### src/rtl/mem_access_stage.sv
// MEM pipeline stage: one req/ack data-memory transaction per op, stalls ID/EX while pending.
// Optional DMEM_TIMEOUT_EN: abort a transaction after TIMEOUT unacknowledged WAIT cycles.
module mem_access_stage #(
    parameter int unsigned ADDR_W  = 10,
    parameter int unsigned TIMEOUT = 16
) (
    input  logic              clk,
    input  logic              reset,
    input  logic              memwrite_in,
    input  logic              regwrite_in,
    input  logic [63:0]       rsdata_in,
    input  logic [63:0]       rtdata_in,
    input  logic [2:0]        rd_in,
    output logic              stall_out,
    output logic              dmem_req,
    output logic              dmem_we,
    output logic [ADDR_W-1:0] dmem_addr,
    output logic [63:0]       dmem_wdata,
    input  logic              dmem_ack,
    input  logic [63:0]       dmem_rdata,
    output logic              wb_regwrite,
    output logic [2:0]        wb_rd,
    output logic [63:0]       wb_data,
    output logic              dmem_err
);

    typedef enum logic {S_IDLE, S_WAIT} state_t;

    state_t     state;
    state_t     next_state;
    logic       op_c;
    logic       start_c;
    logic       done_c;
    logic       abort_c;
    logic [2:0] lat_rd;

    assign op_c = memwrite_in | regwrite_in;

    always_ff @(posedge clk or posedge reset) begin
        if (reset) state <= S_IDLE;
        else       state <= next_state;
    end

    always_comb begin
        next_state = state;
        case (state)
            S_IDLE: if (op_c) next_state = S_WAIT;
            S_WAIT: if (dmem_ack || abort_c) next_state = S_IDLE;
            default: next_state = S_IDLE;
        endcase
    end

    // Ack always wins over a coinciding timeout; stall drops on either.
    always_comb begin
        start_c   = 1'b0;
        done_c    = 1'b0;
        stall_out = 1'b0;
        case (state)
            S_IDLE: start_c = op_c;
            S_WAIT: begin
                done_c    = dmem_ack;
                stall_out = !dmem_ack && !abort_c;
            end
            default: ;
        endcase
    end

`ifdef DMEM_TIMEOUT_EN
    localparam int unsigned CNT_W = $clog2(TIMEOUT + 1);

    logic [CNT_W-1:0] tmo_cnt;
    logic             unused_bits;

    always_ff @(posedge clk or posedge reset) begin
        if (reset)                              tmo_cnt <= '0;
        else if (start_c)                       tmo_cnt <= '0;
        else if (state == S_WAIT && !dmem_ack)  tmo_cnt <= tmo_cnt + CNT_W'(1);
    end

    assign abort_c     = (state == S_WAIT) && !dmem_ack && (tmo_cnt == CNT_W'(TIMEOUT - 1));
    assign unused_bits = ^rsdata_in[63:ADDR_W];
`else
    logic unused_bits;

    assign abort_c     = 1'b0;
    assign unused_bits = ^{rsdata_in[63:ADDR_W], (TIMEOUT != 0)};
`endif

    // Request/address latch and write-back register; wb fields hold between loads.
    always_ff @(posedge clk or posedge reset) begin
        if (reset) begin
            dmem_req    <= 1'b0;
            dmem_we     <= 1'b0;
            dmem_addr   <= '0;
            dmem_wdata  <= '0;
            lat_rd      <= '0;
            wb_regwrite <= 1'b0;
            wb_rd       <= '0;
            wb_data     <= '0;
            dmem_err    <= 1'b0;
        end else begin
            wb_regwrite <= 1'b0;
            dmem_err    <= abort_c;
            if (start_c) begin
                dmem_req   <= 1'b1;
                dmem_we    <= memwrite_in;
                dmem_addr  <= rsdata_in[ADDR_W-1:0];
                dmem_wdata <= rtdata_in;
                lat_rd     <= rd_in;
            end else if (done_c || abort_c) begin
                dmem_req <= 1'b0;
            end
            if (done_c && !dmem_we) begin
                wb_regwrite <= 1'b1;
                wb_rd       <= lat_rd;
                wb_data     <= dmem_rdata;
            end
        end
    end

endmodule
### config.mk
export PLATFORM = sky130hd
export DESIGN_NAME = mem_access_stage
export DESIGN_NICKNAME = d
export VERILOG_FILES = /design/src/rtl/mem_access_stage.sv
export SDC_FILE = /design/constraint.sdc
export NUM_CORES = 1
export LEC_CHECK = 0
export CORE_ASPECT_RATIO = 0.5
export CORE_MARGIN = 5
export CORE_UTILIZATION = 40
export DETAILED_ROUTE_END_ITERATION = 7
export HOLD_SLACK_MARGIN = 0.1
export PLACE_DENSITY = 0.86
export SLEW_MARGIN = 20
export SYNTH_ARGS = -nofsm -noshare
export SYNTH_HDL_FRONTEND = slang
export SYNTH_SLANG_ARGS = --single-unit
### constraint.sdc
create_clock -name clk -period 13.85 [get_ports clk]
set_clock_uncertainty 0.2 [all_clocks]
set_input_delay 1.385 -clock clk [delete_from_list [all_inputs] [get_ports clk]]
set_output_delay 1.385 -clock clk [all_outputs]
set_load 0.005 [all_outputs]
# Word-level counts from Yosys, hierarchy flattened

Index checks and enable logic that the tools add are counted.

Muxes and demuxes: 9
Bitwise gates (word level): 2
Reductions and logical operators: 4

Operators with widths:

| operator            | count |
|---|---|
| $mux W1             | 8 |
| $logic_not A1 Y1    | 2 |
| $pmux W1 S2         | 1 |
| $reduce_bool A2 Y1  | 1 |
| $logic_and A1 B1 Y1 | 1 |
| $not A1 Y1          | 1 |
| $or A1 B1 Y1        | 1 |

Register bits: 148
Output and inout port bits: 146
Word-level logic and storage cells: 24

# Longest topological paths before layout

Gate-level depths: netlist (run 1).

Depth in word-level cells: 3
Depth in mapped cells: 4
Depth with buffers taken out: 2

# Least setup slack after synthesis (run 1)

No wires, ideal clock.

Path type: input port to output port
From: input port dmem_ack
To: output port stall_out
Data arrival time: 1.491 ns
Data required time: 12.265 ns
Setup slack: 10.774 ns
Stages on the path: 1
Path buffers: 0
Path through: nor2_1

Word-level cells in the longest chain between the ends: 2

Ends and longest elaborated chain:

| item             | line | text |
|---|---|---|
| from (decl)      | 19   | `input logic dmem_ack,` |
| $logic_not A1 Y1 | 62   | `stall_out = !dmem_ack && !abort_c;` |
| $mux W1          | 58   | `case (state)` |
| to (decl)        | 14   | `output logic stall_out,` |

No other way between the ends.

# Worst setup path in the final report (run 1)

Ends and elaborated chain as after synthesis.

==> run_results.csv, run 1 <==
group,metric,value,unit
outcome,status,"finished, final reports clean",
critical_path,path_class,"input port to output port",
logic_synthesis,yosysTopAreaCellShare,0.661,
global_routing,grt_pass1_wl,24300,µm
floorplan,coreArea,13600,µm²
pwr,p_leak,3.89,nW
global_routing,grt_max_degree,82,
sta,finalSetupTns,0,ps
layout,utilization,0.675,
sta,hold_viol,0,
clocking,cts-root-buf,"clkbuf_16",
logic_synthesis,syn_inst,321,
clocking,post_cts_resized,0,
critical_path,critPathLaunchType,"input port",
worst_hold_path,hold_path_end,"dmem_wdata[6]",
logic_synthesis,synth_area,5600,µm²
place,hpwl,12100,µm
global_routing,track_usage,0.192,
global_routing,overflow,0,
clocking,clk_path_buf_depth,2,
floorplan,rows,30,
drt,drt_iter0_drc,103,
pwr,ir_worst_vdd,0.0000880,V
logic_synthesis,synth_area_per_cell,17.5,µm²
critical_path,r2r-start,"state",
clocking,cts_buffers,17,
sta,post-route-period-util,0.297,
logic_synthesis,ys_ff_latch,148,
sta,rsz0062_at_grt,"false",
worst_hold_path,worstHoldPathCells,1,
place,gp_congestion,0.804,
logic_synthesis,netlist_top_cells_area,"dfrtp_1 66%, mux2_2 21%, mux2_4 5.1%",
floorplan,io_pins,346,
logic_synthesis,synthDistinctLibCells,17,
critical_path,worst_setup_path_end_kind,"output port",
critical_path,rr_worst_depth,3,
sta,fmax,0.243,GHz
worst_hold_path,hp-start,"dmem_wdata[6]",
floorplan,die-area,16600,µm²
layout,drive_gt1_frac,0.252,
sta,setup_viol,0,
global_routing,grt_pass1_vias,4315,
drt,wl,16000,µm
logic_synthesis,yosys.area.top_type,"dfrtp_1",
layout,diodes,0,
drt,post-route-drc-count,0,
drt,wl_per_cell,19.5,µm
drt,vias_per_cell,4.63,
logic_synthesis,syn-num-nets,521,
floorplan,start_util,0.411,
clocking,clkSinkCount,148,
critical_path,required,12270,ps
critical_path,crit_fanout,3,
place,io_buffers,290,
layout,n_fill_cell,999,
sta,slew_headroom,0.270,
drt,vias,3788,
layout,final_nets,816,
pwr,powerDensity,170,nW/µm²
logic_synthesis,ys_warn_count,0,
clocking,cts_hold_buffers,0,
layout,area.growth.synth_to_final,64.1,%
worst_hold_path,hold_class,"register to register",
clocking,cts_setup_buffers,0,
flow_run,drv_cap,0,
sta,min_period,4110,ps
sta,drv_slew,0,
clocking,insertion_delay,390,ps
drt,dr.pass1.iters,4,
global_routing,antenna_found_initial,1,
critical_path,r2r-end,"dmem_addr[5]",
critical_path,worst-endpoint-arrival,2530,ps
sta,worst_pin_slew,1100,ps
clocking,clkSlewWorstSetupHoldPaths,60,ps
floorplan,die_y,93.7,µm
clocking,cts.htree.levels,4,
clocking,cts_tree,"done",
drt,drtAntennaViolNets,0,
floorplan,die_width,177,µm
critical_path,r2r_setup_slack,11600,ps
critical_path,cp-startpoint,"dmem_ack",
logic_synthesis,seq_area_frac_synth,0.661,
critical path, stage by stage:
cell and delay, ps:
clkdlybuf4s50_1 490, nor2_1 130, clkdlybuf4s50_1 520
cell usage in the layout, fill, tap and decap left out:
cell | synthesis | routed
mux2_2 | 106 | 106
clkbuf_16 | 0 | 17
bufinv_16 | 0 | 1
clkinvlp_4 | 0 | 3
buf_4 | 1 | 2
a21boi_0 | 1 | 1
nand2b_1 | 1 | 1
clkinv_2 | 0 | 4
nor2_1 | 1 | 1
o31a_1 | 1 | 1
mux2_4 | 19 | 19
inv_6 | 0 | 2
clkdlybuf4s50_1 | 0 | 290
nand3b_4 | 0 | 1
clkbuf_1 | 0 | 2
mux2_1 | 19 | 19
a22o_1 | 1 | 1
clkbuf_8 | 0 | 2
nand2_1 | 1 | 1
o21bai_4 | 1 | 1
dfrtp_1 | 148 | 148
inv_1 | 4 | 3
conb_1 | 1 | 1
worst max-delay path by stage:
stage                         endpoint  slack, ps
final                        stall_out       9740
after detailed placement     stall_out       9710
after floorplan           dmem_addr[0]       8290
after CTS                    stall_out       9710
after global placement       stall_out       9730
after global routing         stall_out       9680
layout make-up:
type	instances	area, µm²	share of cell area
sequential	148	3700	0.403
multi-input combinational	153	1770	0.193
inverter	4	20.0	0.00218
tap	192	240	0.0261
clock buffer	21	460	0.0501
timing repair buffer	292	2920	0.317
clock inverter	9	81.3	0.00884
state kept, by name, summed over array words and instances (netlist names):
signal / flops
lat_rd: 3
wb_data: 64
wb_rd: 3
state: 1
wb_regwrite: 1
dmem_wdata: 64
dmem_addr: 10
dmem_req: 1
dmem_we: 1
layer usage:
layer  part of all wire  global-route usage  up-vias
met1               0.35               0.209     1972
met5            0.00044                   0        -
li1                   -                   -     1708
met4              0.019              0.0572        2
met3              0.043              0.0454       24
met2               0.58               0.374       82
power by group:
group / leakage (nW) / internal, mW / switching (mW) / total [mW]
registers: 1.73 / 0.560 / 0.0700 / 0.630
clock network: 0.261 / 0.254 / 0.174 / 0.429
logic: 1.90 / 0.358 / 0.146 / 0.504
total: 3.89 / 1.17 / 0.390 / 1.56
cell usage after synthesis, drive strengths merged:
| cell type | count |
|---|---|
| nand2b | 1 |
| dfrtp | 148 |
| nor2 | 1 |
| o21bai | 1 |
| buf | 16 |
| a21boi | 1 |
| nand3b | 1 |
| inv | 4 |
| mux2 | 144 |
| nand2 | 1 |
| a22o | 1 |
| conb | 1 |
| o31a | 1 |
cells by family after synthesis:
kind of cell,Yosys count,synth area share
multiplexers,144,0.302
buffers and inverters,20,0.0241
AND/OR/NAND/NOR,4,0.00446
other,1,0.000669
AO/OA/AOI/OAI,4,0.00782
flip-flops,148,0.661
per-stage QoR:
step	power, mW	worst slack (ps)	cell area (µm²)	std cells	hold WS, ps
after floorplan	0.797	8290	5600	321	276
after global placement	1.13	9730	8660	789	275
after detailed placement	1.15	9710	8660	789	281
after CTS	1.58	9710	9200	819	295
after global routing	1.64	9680	9200	819	297
final	1.56	9740	9200	819	290
(Power assumes the default switching activity.)
==> inputs of run 2 (changes only) <==
--- a/config.mk
+++ b/config.mk
@@ -7,10 +7,10 @@
 export LEC_CHECK = 0
 export CORE_ASPECT_RATIO = 0.5
 export CORE_MARGIN = 5
-export CORE_UTILIZATION = 40
+export CORE_UTILIZATION = 37
 export DETAILED_ROUTE_END_ITERATION = 7
 export HOLD_SLACK_MARGIN = 0.1
-export PLACE_DENSITY = 0.86
+export PLACE_DENSITY = 0.8
 export SLEW_MARGIN = 20
 export SYNTH_ARGS = -nofsm -noshare
 export SYNTH_HDL_FRONTEND = slang
==> constraint.sdc (replaced) <==
create_clock -name clk -period 4.2 [get_ports clk]
set_clock_uncertainty 0.2 [all_clocks]
set_input_delay 0.42 -clock clk [delete_from_list [all_inputs] [get_ports clk]]
set_output_delay 0.42 -clock clk [all_outputs]
set_load 0.005 [all_outputs]
==> run_results.csv, run 2 (synthesis gave the netlist of run 1 again) <==
group,metric,value,unit
critical_path,worst-endpoint-arrival,2350,ps
global_routing,grt_max_degree,149,
layout,reg_top3,"dmem_wdata: 64 flops, wb_data: 64 flops, dmem_addr: 10 flops",
floorplan,die_width,184,µm
critical_path,cp-startpoint,"regwrite_in",
critical_path,crit_fanout,55,
clocking,cts_tree,"done",
layout,layout_commonest_cell,"clkdlybuf4s50_1",
critical_path,rr_worst_depth,3,
sta,finalSetupTns,0,ps
clocking,clkSinkCount,148,
drt,wl,15700,µm
sta,hold_viol,0,
layout,area.growth.synth_to_final,65.0,%
floorplan,io_pins,346,
floorplan,rows,31,
clocking,insertion_delay,400,ps
layout,utilization,0.631,
layout,drive_gt1_frac,0.257,
drt,vias,3814,
sta,min_period,2270,ps
pwr,ir_worst_vdd,0.000247,V
worst_hold_path,hold_class,"register to register",
critical_path,r2r-end,"wb_data[58]",
flow_run,drv_cap,0,
floorplan,start_util,0.382,
clocking,clkSlewWorstSetupHoldPaths,60,ps
drt,post-route-drc-count,0,
sta,worst_pin_slew,833,ps
global_routing,overflow,0,
global_routing,antenna_found_initial,0,
critical_path,critPathLaunchType,"input port",
global_routing,track_usage,0.179,
clocking,cts_hold_buffers,0,
layout,diodes,0,
critical_path,worst_setup_path_end_kind,"register",
floorplan,die-area,17900,µm²
sta,fmax,0.441,GHz
place,gp_congestion,0.744,
sta,post-route-period-util,0.539,
pwr,powerDensity,555,nW/µm²
sta,drv_slew,0,
critical_path,r2r_setup_slack,2210,ps
layout,final_cell_mix,"290 x clkdlybuf4s50_1, 148 x dfrtp_1, 106 x mux2_2, 19 x mux2_4, 19 x mux2_1",
critical_path,r2r-start,"dmem_we",
outcome,status,"finished, final reports clean",
drt,drt_iter0_drc,129,
sta,slew_headroom,0.445,
sta,setup_viol,0,
drt,drtAntennaViolNets,0,
layout,final_nets,818,
clocking,post_cts_resized,0,
worst_hold_path,hp-start,"dmem_wdata[3]",
clocking,cts_buffers,17,
clocking,cts.htree.levels,4,
worst_hold_path,worstHoldPathCells,1,
place,hpwl,12000,µm
critical_path,required,4280,ps
floorplan,die_y,97.0,µm
clocking,clk_path_buf_depth,2,
drt,dr.pass1.iters,4,
place,io_buffers,290,
critical_path,path_class,"input port to register",
clocking,cts_setup_buffers,0,
pwr,p_leak,3.89,nW
worst_hold_path,hold_path_end,"dmem_wdata[3]",
global_routing,grt_pass1_vias,4306,
floorplan,coreArea,14700,µm²
global_routing,grt_pass1_wl,24800,µm
drt,vias_per_cell,4.60,
clocking,cts-root-buf,"clkbuf_16",
layout,n_fill_cell,1120,
drt,wl_per_cell,19.0,µm
sta,rsz0062_at_grt,"false",
[run 2: cell types whose count changed in the layout (fill, tap and decap cells not counted), sizes merged]
cell,previous run,this run
clkinvlp,3,6
buf,2,4
inv,5,7
bufinv,1,0
clkbuf,21,20
clkinv,4,3
[run 2: worst max-delay path by stage]
stage | slack (ps) | depth (start not counted) | to
6_report | 1930 | 4 | dmem_wdata[29]
5_1_grt | 1830 | 4 | dmem_wdata[47]
4_1_cts | 1920 | 4 | dmem_wdata[29]
3_5_place_dp | 1480 | 4 | dmem_wdata[4]
2_1_floorplan | 1720 | 1 | dmem_addr[0]
3_3_place_gp | 1510 | 4 | dmem_wdata[59]
[run 2: final cells by class]
type | count | area, µm² | area share
Sequential cell | 148 | 3700 | 0.400
Timing Repair Buffer | 294 | 2960 | 0.320
Inverter | 4 | 18.8 | 0.00203
Clock buffer | 20 | 447 | 0.0483
Tap cell | 198 | 248 | 0.0268
Multi-Input combinational cell | 153 | 1770 | 0.192
Clock inverter | 12 | 98.8 | 0.0107
[run 2: layer usage]
layer  part of all wire  vias up  GRT usage
met5                  0        -          0
met4              0.022        0     0.0608
met3              0.045       24     0.0431
met2               0.56       95      0.331
met1               0.37     1972      0.202
li1                   -     1723          -
[run 2: metrics by stage]
| stage | instances | hold slack, ps | cell area (µm²) | worst slack [ps] | power (mW) |
|---|---|---|---|---|---|
| global placement | 797 | 273 | 8700 | 1510 | 3.72 |
| floorplan | 321 | 276 | 5610 | 1720 | 2.63 |
| finish | 829 | 287 | 9250 | 1930 | 5.13 |
| CTS | 829 | 293 | 9250 | 1920 | 5.21 |
| detailed placement | 797 | 280 | 8700 | 1480 | 3.79 |
| global route | 829 | 317 | 9250 | 1830 | 5.40 |
[run 2: where the power goes]
group	switching, mW	internal, mW	leakage (nW)
logic	0.485	1.18	1.91
clock network	0.616	0.782	0.250
registers	0.217	1.85	1.73
[run 2: worst max-delay path, cell delays in order]
cell,delay (ps)
clkdlybuf4s50_1,480
o21bai_4,670
buf_12,370
mux2_2,380
==> RTL edit: new RTL, settings of run 2 <==
Build with the macro `DMEM_TIMEOUT_EN` defined.
--- a/src/rtl/mem_access_stage.sv
+++ b/src/rtl/mem_access_stage.sv
@@ -2,2 +2,4 @@
 // Optional DMEM_TIMEOUT_EN: abort a transaction after TIMEOUT unacknowledged WAIT cycles.
+`define DMEM_TIMEOUT_EN
+
 module mem_access_stage #(
Check against the original RTL: same outputs for any inputs over 10 cycles, from zero or initial values and one cycle with reset high; that may be too few to reach the edited logic, so the function may still have changed.
==> RTL edit against run 2 <==
Worst setup slack lost 0.48 ns. Wire length grew 5.1%. Final area grew 5.5%. Area after synthesis grew 7.7%. Largest cell class unchanged. Die area grew 7.1%. Power grew 26%. Sequential cell count grew 6. Synthesized cell count grew 7.8%. Largest power group is now combinational cells. Critical endpoint is now stall_out. Combinational power grew 50%. Sequential share of layout area shrank 0.54 points. Hold slack lost 0.017 ns. Non-clock buffer count grew 2.
==> RTL edit: results (changes against run 2) <==
PLACE
--------------------------------------------------------------------------------------
Final Wtd Congestion                                                            0.7552   +1.5%
Area of placed instances                                                      9166 um2   +5.3%
Detailed placement HPWL                                                       12520 um   +4.2%

PWR
--------------------------------------------------------------------------------------
Total Power                                                                 0.006472 W   +26%
Worst vdd rail ir drop                                                       0.3136 mV   +27%
Clk. pwr                                                                     0.00153 W   +9%
Leakage                                                                       4.249 nW   +9.1%

YOSYS
--------------------------------------------------------------------------------------
Complex-gate fraction of the synthesized area                                  0.9330%   +0.15 points
Top area cells in the synthesized netlist                                 dfrtp_1 64%, mux2_2 15%, mux2_4 15%
Adder-cell share of the synthesized area                                       0.4147%   +0.41 points
Seq/Total Area, Yosys                                                           63.86%   -2.2 points
Top post-synthesis cells by count                                         154 x dfrtp_1, 83 x mux2_2, 59 x mux2_4, 9 x buf_6, 7 x buf_2
Number of distinct standard cells referenced by the synthesized netlist             23   +6
Cell count after synthesis                                                         346   +7.8%
Synthesized Nets                                                                   548   +5.2%

CELLS AND AREA
--------------------------------------------------------------------------------------
# nets final                                                                       846   +3.4%
Fin cells                                                                          884   +6.6%

ROUTE
--------------------------------------------------------------------------------------
Wire length on met2                                                            9553 um   +8.8%
Wire length per cell after detailed routing                                   18.70 um   -1.4%
Detailed Route Iter0 Violations                                                    134   +3.9%
Detailed-route wire length on metal 1                                          6026 um   +2.4%

GRT
--------------------------------------------------------------------------------------
Grt met2 use                                                                    33.38%   +0.26 points
Largest net degree at the start of global routing                                   72   -52%
Vias in the first global route                                                    4534   +5.3%
First-pass GRT wire length                                                    25440 um   +2.8%
Met1 track demand over resource                                                 18.63%   -1.5 points
GR Util All Layers                                                              17.35%   -0.57 points

STA
--------------------------------------------------------------------------------------
Worst hold-check slack                                                       0.2699 ns   -0.01707 ns

RUN STATUS
--------------------------------------------------------------------------------------
Status                                                                    finished, final reports clean

MIN PATH
--------------------------------------------------------------------------------------
Worst hold path class                                                     input pin to asynchronous set/reset pin

WORST SETUP PATH
--------------------------------------------------------------------------------------
Crit path max fanout                                                                 4   -93%
R2r endpoint                                                              wb_data[22]$_DFFE_PP0P_
Worst Path Arrival                                                             2.13 ns   -0.22 ns
Internal reg-to-reg setup slack                                                2.06 ns   -0.15 ns

RTL edit: worst max-delay path by stage:
stage	startpoint	end	slack, ns	depth (start not counted)
global route	tmo_cnt[0]$_DFFE_PP0P_	stall_out	1.35	5
finish	tmo_cnt[0]$_DFFE_PP0P_	stall_out	1.45	5
detailed placement	dmem_ack	wb_data[22]$_DFFE_PP0P_	1.50	4
CTS	tmo_cnt[0]$_DFFE_PP0P_	stall_out	1.42	5
floorplan	reset	dmem_addr[0]$_DFFE_PP0P_	1.64	1
global placement	dmem_ack	wb_data[31]$_DFFE_PP0P_	1.52	4
RTL edit: cell type report:
class	count	area [um2]
repair buffers	296	2975
multi-input cells	172	2038
flip-flops and latches	154	3854
clock inverters	13	143.9
well taps	227	284.0
inverters	3	15.01
clock buffers	19	442.9
fillers	1257	6432
RTL edit: worst max-delay path: stages (launching register included):
cell	delay (ns)
dfrtp_1	0.41
ha_1	0.25
and3_1	0.20
ha_1	0.21
nor2_1	0.11
clkdlybuf4s50_1	0.55
